==> src/rtl/slv_pkg.sv <==
// Shared types and default parameter values for the param_slave register-file slave.
package slv_pkg;

  typedef enum logic [1:0] {
    IDLE = 2'd0,
    WAIT = 2'd1,
    RESP = 2'd2
  } slv_state_e;

  localparam int unsigned DEF_DATA_W      = 32;
  localparam int unsigned DEF_ADDR_W      = 32;
  localparam int unsigned DEF_DEPTH       = 16;
  localparam int unsigned DEF_BASE_ADDR   = 0;
  localparam int unsigned DEF_WAIT_STATES = 2;

  // Word-index width; a single-word array still needs one index bit.
  function automatic int unsigned idx_w(input int unsigned depth);
    return (depth > 1) ? $clog2(depth) : 1;
  endfunction

endpackage

==> src/rtl/slv_mem_array.sv <==
// DEPTH x DATA_W register file: synchronous write and clear, combinational read.
module slv_mem_array #(
  parameter int unsigned DATA_W = 32,
  parameter int unsigned DEPTH  = 16,
  parameter int unsigned IDX_W  = 4
) (
  input  logic              clk,
  input  logic              clr,
  input  logic              we,
  input  logic [IDX_W-1:0]  idx,
  input  logic [DATA_W-1:0] wdata,
  output logic [DATA_W-1:0] rdata
);

  logic [DATA_W-1:0] mem [DEPTH];

  always_ff @(posedge clk) begin
    if (clr) begin
      for (int i = 0; i < int'(DEPTH); i++) begin
        mem[i] <= '0;
      end
    end else if (we) begin
      mem[idx] <= wdata;
    end
  end

  // Guard against indices past DEPTH when DEPTH is not a power of two.
  always_comb begin
    rdata = '0;
    if (32'(idx) < DEPTH) begin
      rdata = mem[idx];
    end
  end

endmodule

==> src/rtl/param_slave.sv <==
// Single-port request/response slave with programmable wait states and address window.
module param_slave
  import slv_pkg::*;
#(
  parameter int unsigned DATA_W      = DEF_DATA_W,
  parameter int unsigned ADDR_W      = DEF_ADDR_W,
  parameter int unsigned DEPTH       = DEF_DEPTH,
  parameter int unsigned BASE_ADDR   = DEF_BASE_ADDR,
  parameter int unsigned WAIT_STATES = DEF_WAIT_STATES
) (
  input  logic              clk,
  input  logic              rst,
  input  logic              sel,
  input  logic              RW,
  input  logic [ADDR_W-1:0] addr,
  input  logic [DATA_W-1:0] DataToSlave,
  output logic [DATA_W-1:0] DataFromSlave,
  output logic              ready,
  output logic              err,
  output logic              busy
);

  localparam int unsigned IDX_W = idx_w(DEPTH);
  // One extra bit so BASE_ADDR+DEPTH cannot wrap at the top of the address space.
  localparam logic [ADDR_W:0] LO_ADDR = (ADDR_W+1)'(BASE_ADDR);
  localparam logic [ADDR_W:0] HI_ADDR = LO_ADDR + (ADDR_W+1)'(DEPTH);

  slv_state_e        state_q, state_d;
  logic [3:0]        cnt_q, cnt_d;
  logic              rw_q;
  logic [ADDR_W-1:0] addr_q;
  logic [DATA_W-1:0] wdata_q;

  logic              in_range;
  logic [IDX_W-1:0]  idx;
  logic [DATA_W-1:0] rdata;
  logic              we;

  always_comb begin
    state_d = state_q;
    cnt_d   = cnt_q;
    unique case (state_q)
      IDLE: begin
        if (sel) begin
          state_d = (WAIT_STATES > 0) ? WAIT : RESP;
          cnt_d   = 4'(WAIT_STATES);
        end
      end
      WAIT: begin
        cnt_d = cnt_q - 4'd1;
        if (cnt_q <= 4'd1) begin
          state_d = RESP;
        end
      end
      RESP:    state_d = IDLE;
      default: state_d = IDLE;
    endcase
  end

  always_ff @(posedge clk) begin
    if (rst) begin
      state_q <= IDLE;
      cnt_q   <= '0;
      rw_q    <= 1'b0;
      addr_q  <= '0;
      wdata_q <= '0;
    end else begin
      state_q <= state_d;
      cnt_q   <= cnt_d;
      if (state_q == IDLE && sel) begin
        rw_q    <= RW;
        addr_q  <= addr;
        wdata_q <= DataToSlave;
      end
    end
  end

  assign in_range = ({1'b0, addr_q} >= LO_ADDR) && ({1'b0, addr_q} < HI_ADDR);
  assign idx      = IDX_W'(addr_q - ADDR_W'(BASE_ADDR));
  assign we       = (state_q == RESP) && rw_q && in_range;

  slv_mem_array #(
    .DATA_W (DATA_W),
    .DEPTH  (DEPTH),
    .IDX_W  (IDX_W)
  ) u_mem (
    .clk   (clk),
    .clr   (rst),
    .we    (we),
    .idx   (idx),
    .wdata (wdata_q),
    .rdata (rdata)
  );

  always_comb begin
    ready         = (state_q == RESP);
    busy          = (state_q != IDLE);
    err           = ready && !in_range;
    DataFromSlave = '0;
    if (ready && !rw_q && in_range) begin
      DataFromSlave = rdata;
    end
  end

endmodule

==> config.mk <==
export PLATFORM = sky130hd
export DESIGN_NAME = param_slave
export DESIGN_NICKNAME = d
export VERILOG_FILES = /design/src/rtl/slv_pkg.sv /design/src/rtl/slv_mem_array.sv /design/src/rtl/param_slave.sv
export SDC_FILE = /design/constraint.sdc
export NUM_CORES = 1
export LEC_CHECK = 0
export BUFFER_PORTS_ARGS = -buffer_cell sky130_fd_sc_hd__buf_2
export CORE_MARGIN = 2
export CORE_UTILIZATION = 50
export CTS_CLUSTER_DIAMETER = 100
export DETAILED_ROUTE_END_ITERATION = 16
export HOLD_SLACK_MARGIN = 0.05
export PLACE_DENSITY = 0.67
export SYNTH_ARGS = -nofsm -noshare
export SYNTH_HDL_FRONTEND = slang
export SYNTH_SLANG_ARGS = --single-unit
==> constraint.sdc <==
create_clock -name clk -period 7.58 [get_ports clk]
set_input_delay 0.758 -clock clk [delete_from_list [all_inputs] [get_ports clk]]
set_output_delay 0.758 -clock clk [all_outputs]
set_load 0.02 [all_outputs]
==> flow_metrics.py, run 1 <==
metrics = {
    "status": {
        "status": "completed",
    },
    "global_routing": {
        "antenna_found_initial": 2,
        "grt_overflow": 0,
        "grt_pass1_wl_um": 104000,
        "grt_max_degree": 97,
        "track_usage": 0.264,
        "first_global_vias": 16800,
    },
    "synthesis": {
        "synth_compound_area_frac": 0.0571,
        "synthFlopType": "edfxtp_1",
        "synthAdderAreaFrac": 0.000972,
        "yosysTopAreaCell": "edfxtp_1",
        "synth_top_family_by_area": "simple AND/OR/NAND/NOR gates",
        "synth-xor-area-share": 0.000340,
        "synth_area_um2": 25800,
        "synth.avg_cell_area_um2": 12.9,
        "synth_cells": 1996,
        "ys_top_cells_by_area": "edfxtp_1 60%, dfxtp_1 5.8%, mux4_2 5.6%",
        "yosys.area_share.simple": 0.149,
        "synth_cell_types": 35,
        "yosysMostFrequentCell": "edfxtp_1",
        "synth-edff-count": 512,
        "synth.mux.area_fraction": 0.106,
        "synth_top_area_frac": 0.597,
        "synth_nets": 2066,
        "synth_seq_cells": 587,
        "async_reset_ff_frac": 0,
        "synth_commonest_cells": "512 x edfxtp_1, 231 x nor2_1, 201 x nand2_1, 194 x and2_1, 144 x clkbuf_1",
        "ys_seq_area_frac": 0.655,
        "yosysWarnings": 0,
    },
    "timing": {
        "hold_violations": 0,
        "slew_headroom": 0.0609,
        "fmax_mhz": 201,
        "setup_viol": 0,
        "min_period_over_period": 0.658,
        "fin_crit_ns": 4.99,
        "worstMarginPinSlew_ns": 1.40,
        "slew_violations": 0,
        "rsz0062_at_grt": "false",
        "skew_ns": 0.0163,
        "fin_tns_setup_ns": 0,
    },
    "clock_tree": {
        "clockBufferDepth": 3,
        "clk_pin_slew_ns": 0.07,
        "numCtsBuffers": 58,
        "clock-sinks": 587,
        "htree_levels": 2,
        "cts_resized": 0,
        "insertion_delay_ns": 0.62,
        "cts_setup_buffers": 0,
        "ctsHoldBuffers": 0,
        "cts_tree": "built",
        "cts-root-buf": "clkbuf_16",
    },
    "cells_and_area": {
        "fin_nets": 2077,
        "area_growth_pct": 11.7,
        "fill_cells": 4233,
        "multi_input_area_um2": 8310,
        "layout.area.seq_um2": 16900,
        "diodes": 0,
        "final_layout_size_suffix_gt1_frac": 0.160,
    },
    "floorplanning": {
        "core_um2": 51100,
        "start_util": 0.504,
        "rows": 83,
        "pin_count": 103,
        "fp.dieW_um": 231,
        "dieArea_um2": 53300,
        "die_height_um": 231,
    },
    "placement": {
        "gp_congestion": 0.787,
        "io_buffers": 102,
        "post-dp-hpwl_um": 39200,
    },
    "setup_path": {
        "path_buf_inv": 1,
        "max_stage_delay_ns": 1.45,
        "path_cells": "nor4_1 -> nand4_1 -> or4_2 -> a21oi_1 -> buf_2",
        "critPathKind": "register to output pin",
        "cp_max_fo": 32,
        "cp_top_family": "simple AND/OR/NAND/NOR gates",
        "critPathRequiredTime_ns": 6.82,
        "end_kind": "output pin",
        "start_kind": "register",
        "slowest_stage": "or4_2",
        "critPathArrivalTime_ns": 4.23,
    },
    "power": {
        "total_power_w": 0.00713,
        "peakVddDrop_mv": 0.171,
        "power_switching_w": 0.00166,
        "sequentialPowerShare": 0.521,
        "p_comb_frac": 0.075,
        "swShare": 0.233,
        "power_density_nw_per_um2": 248,
        "p_leak_nw": 10.2,
        "p_int_w": 0.00547,
        "p_clk_frac": 0.404,
    },
    "detailed_routing": {
        "vias": 16500,
        "drt_iter0_markers": 1958,
        "wl_per_cell_um": 25.4,
        "wl_um": 69600,
        "dr.pass1.iters": 5,
        "vias_per_cell": 6.02,
        "drc": 0,
        "ant_nets": 0,
    },
    "min_path": {
        "hold_path_class": "primary input to register",
    },
    "run": {
        "drv_cap": 0,
    },
}
-- layout by cell type (no fill, tap or decap), drive strengths merged, types with 8 or more instances in the layout --
master,n
dfxtp,75
buf,142
nor2,231
clkbuf,73
nor4,17
mux2i,128
or2,8
and2,194
o21ai,65
edfxtp,512
o21bai,10
a21oi,100
and3,97
a221oi,65
mux4,64
clkinv,28
nand2,201
-- power by group through the flow --
| stage | logic [W] | registers [W] | clock network [W] |
|---|---|---|---|
| 2_1_floorplan | 0.000379 | 0.00373 | 0 |
| 3_3_place_gp | 0.000526 | 0.00378 | 0 |
| 3_5_place_dp | 0.000532 | 0.00379 | 0 |
| 4_1_cts | 0.000533 | 0.00372 | 0.00290 |
| 5_1_grt | 0.000573 | 0.00373 | 0.00303 |
| 6_report | 0.000534 | 0.00372 | 0.00288 |
-- state kept, by name (all words and copies together) (netlist names), named ones only --
name / cells
u_mem.mem: 512
rw_q: 1
cnt_q: 4
wdata_q: 32
addr_q: 32
state_q: 2
-- through the flow --
stage / util / hold slack [ns] / area, um^2 / setup WS, ns / instances
finish: 0.563 / 0.368 / 28800 / 2.59 / 2736
global route: 0.563 / 0.354 / 28800 / 2.30 / 2736
CTS: 0.563 / 0.345 / 28800 / 2.49 / 2735
detailed placement: 0.526 / 0.449 / 26900 / 3.18 / 2626
global placement: 0.526 / 0.445 / 26900 / 3.35 / 2626
floorplan: - / 0.436 / 25800 / 3.63 / 1996
-- final timing paths --
| check | cells past startpoint | slack [ns] | end | start |
|---|---|---|---|---|
| max | 5 | 2.59 | DataFromSlave[4] | addr_q[25] |
| min | 3 | 0.37 | wdata_q[13] | DataToSlave[13] |
| max reg2reg | 5 | 3.21 | u_mem.mem[12][8] | addr_q[25] |
| min reg2reg | 2 | 0.46 | addr_q[10] | addr_q[10] |
-- cell type report --
type | count | share of cell area
Timing Repair Buffer | 142 | 0.0284
Clock buffer | 73 | 0.0546
Clock inverter | 36 | 0.0110
Tap cell | 680 | 0.0296
Inverter | 6 | 0.000783
Sequential cell | 587 | 0.587
Multi-Input combinational cell | 1212 | 0.289
-- per-layer routing --
metal | track usage | up-vias | share of wire
met5 | 0 | - | 0
met4 | 0.0794 | 0 | 0.028
met3 | 0.0530 | 109 | 0.081
met2 | 0.442 | 745 | 0.49
met1 | 0.350 | 8332 | 0.40
li1 | - | 7296 | -
-- tightest hold or removal path, cell delays in order --
cell and delay (ns):
buf_2 0.10, nand2_1 0.05, a21oi_1 0.05
-- cell families after synthesis --
kind of cell / count (synthesis)
simple gates: 776
flops: 587
xor+xnor: 1
mux: 193
buf+inv: 197
fa+ha+maj: 2
compound gates: 240
Power figures use the tool's default switching activity.
==> run 2: changes to the inputs <==
--- a/config.mk
+++ b/config.mk
@@ -11,7 +11,7 @@
 export CTS_CLUSTER_DIAMETER = 100
 export DETAILED_ROUTE_END_ITERATION = 16
 export HOLD_SLACK_MARGIN = 0.05
-export PLACE_DENSITY = 0.67
+export PLACE_DENSITY = 0.69
 export SYNTH_ARGS = -nofsm -noshare
 export SYNTH_HDL_FRONTEND = slang
 export SYNTH_SLANG_ARGS = --single-unit
==> constraint.sdc (replaced) <==
create_clock -name clk -period 4.1 [get_ports clk]
set_input_delay 0.41 -clock clk [delete_from_list [all_inputs] [get_ports clk]]
set_output_delay 0.41 -clock clk [all_outputs]
set_load 0.02 [all_outputs]
==> flow_metrics.py, run 2 (synthesized netlist as in run 1, its figures left out) <==
metrics = {
    "timing": {
        "min_period_over_period": 0.919,
        "fin_tns_setup_ns": 0,
        "rsz0062_at_grt": "false",
        "slew_violations": 0,
        "hold_violations": 0,
        "setup_viol": 0,
        "slew_headroom": 0.180,
        "fmax_mhz": 265,
        "fin_crit_ns": 3.77,
        "skew_ns": 0.0168,
        "worstMarginPinSlew_ns": 1.23,
    },
    "clock_tree": {
        "clk_pin_slew_ns": 0.06,
        "clockBufferDepth": 3,
        "htree_levels": 2,
        "clock-sinks": 587,
        "insertion_delay_ns": 0.61,
        "numCtsBuffers": 57,
        "cts_setup_buffers": 0,
        "cts_resized": 0,
        "cts_tree": "built",
        "cts-root-buf": "clkbuf_16",
    },
    "setup_path": {
        "critPathArrivalTime_ns": 3.36,
        "end_kind": "output pin",
        "critPathRequiredTime_ns": 3.69,
        "critPathKind": "register to output pin",
        "start_kind": "register",
        "cp_max_fo": 13,
    },
    "detailed_routing": {
        "ant_nets": 0,
        "wl_per_cell_um": 24.8,
        "drt_iter0_markers": 2187,
        "wl_um": 69600,
        "vias": 17000,
        "drc": 0,
        "dr.pass1.iters": 6,
        "vias_per_cell": 6.05,
    },
    "global_routing": {
        "grt_util_met1": 0.350,
        "busiest_layer": "met2",
        "track_usage": 0.264,
        "antenna_found_initial": 1,
        "grt_overflow": 0,
        "grt_max_degree": 97,
        "met3_usage": 0.0367,
        "first_global_vias": 17200,
        "met2_usage": 0.447,
        "grt_pass1_wl_um": 105000,
    },
    "cells_and_area": {
        "area_growth_pct": 15.0,
        "regMostFlops": "u_mem.mem",
        "final_layout_size_suffix_gt1_frac": 0.164,
        "largest_register_ffs": 512,
        "fin_nets": 2149,
        "post-route-cell-area_um2": 29600,
        "most-common-layout-cells": "512 x edfxtp_1, 229 x nor2_1, 201 x nand2_1",
        "largestRegisters": "u_mem.mem x512, addr_q x32, wdata_q x32",
        "final_common_cell": "edfxtp_1",
    },
    "floorplanning": {
        "core_um2": 51100,
        "die_height_um": 231,
        "dieArea_um2": 53300,
        "start_util": 0.504,
        "pin_count": 103,
        "rows": 83,
        "fp.dieW_um": 231,
    },
    "run": {
        "drv_cap": 0,
    },
    "status": {
        "status": "completed",
    },
    "placement": {
        "post-dp-hpwl_um": 39400,
        "io_buffers": 102,
        "gp_congestion": 0.788,
        "dpl_cell_area_um2": 27100,
    },
    "min_path": {
        "hold_path_class": "primary input to register",
    },
    "power": {
        "p_comb_frac": 0.079,
        "power_density_nw_per_um2": 452,
        "p_int_w": 0.0103,
        "power_switching_w": 0.00309,
        "peakVddDrop_mv": 0.400,
        "p_leak_nw": 10.6,
        "sequentialPowerShare": 0.514,
        "p_clk_frac": 0.407,
        "swShare": 0.231,
    },
}
run 2: power groups by stage:
| stage | logic, W | registers (W) | clock network, W |
|---|---|---|---|
| finish | 0.00106 | 0.00688 | 0.00544 |
| global route | 0.00113 | 0.00691 | 0.00571 |
| CTS | 0.00106 | 0.00688 | 0.00547 |
| detailed placement | 0.00101 | 0.00701 | 0 |
| global placement | 0.000996 | 0.00699 | 0 |
| floorplan | 0.000701 | 0.00689 | 0 |
run 2: critical path: stages (launching register included):
cell	delay, ns
dfxtp_1	0.31
nor4_1	0.42
nand3_1	0.13
buf_4	0.24
or4_1	0.84
buf_4	0.39
a21oi_1	0.18
buf_2	0.20
run 2: layout make-up:
class,count,area [um^2]
well taps,680,851
clock buffers,78,1630
inverters,6,22.5
flip-flops and latches,587,16900
repair buffers,215,1620
clock inverters,27,307
diodes,2,5.00
multi-input cells,1212,8310
fillers,3991,21500
run 2: worst paths after layout:
check / from / endpoint / slack, ns / cells after the start
hold reg to reg: addr_q[19] / addr_q[19] / 0.46 / 2
setup / recovery: addr_q[12] / DataFromSlave[6] / 0.33 / 7
hold / removal: addr[8] / addr_q[8] / 0.06 / 3
setup reg to reg: addr_q[31] / u_mem.mem[13][26] / 0.62 / 6
run 2: what timing repair did:
action                     in CTS  in global routing
hold endpoints to repair       59                  0
hold buffers                   57                  0
setup endpoints to repair       0                  0
run 2: layer usage:
metal  part of all wire  up-vias
met5                  0        -
met1               0.40     8601
met3              0.076      142
met4              0.030        0
li1                   -     7420
met2               0.49      812
run 2: per-stage QoR:
| stage | setup WS [ns] | cells | hold WS, ns | total power (W) | util |
|---|---|---|---|---|---|
| 2_1_floorplan | 0.495 | 1996 | 0.436 | 0.00759 | - |
| 3_3_place_gp | 0.657 | 2643 | 0.445 | 0.00799 | 0.531 |
| 3_5_place_dp | 0.626 | 2643 | 0.450 | 0.00802 | 0.531 |
| 4_1_cts | 0.342 | 2805 | 0.0501 | 0.0134 | 0.580 |
| 5_1_grt | 0.165 | 2805 | 0.0606 | 0.0137 | 0.580 |
| 6_report | 0.333 | 2807 | 0.0645 | 0.0134 | 0.580 |
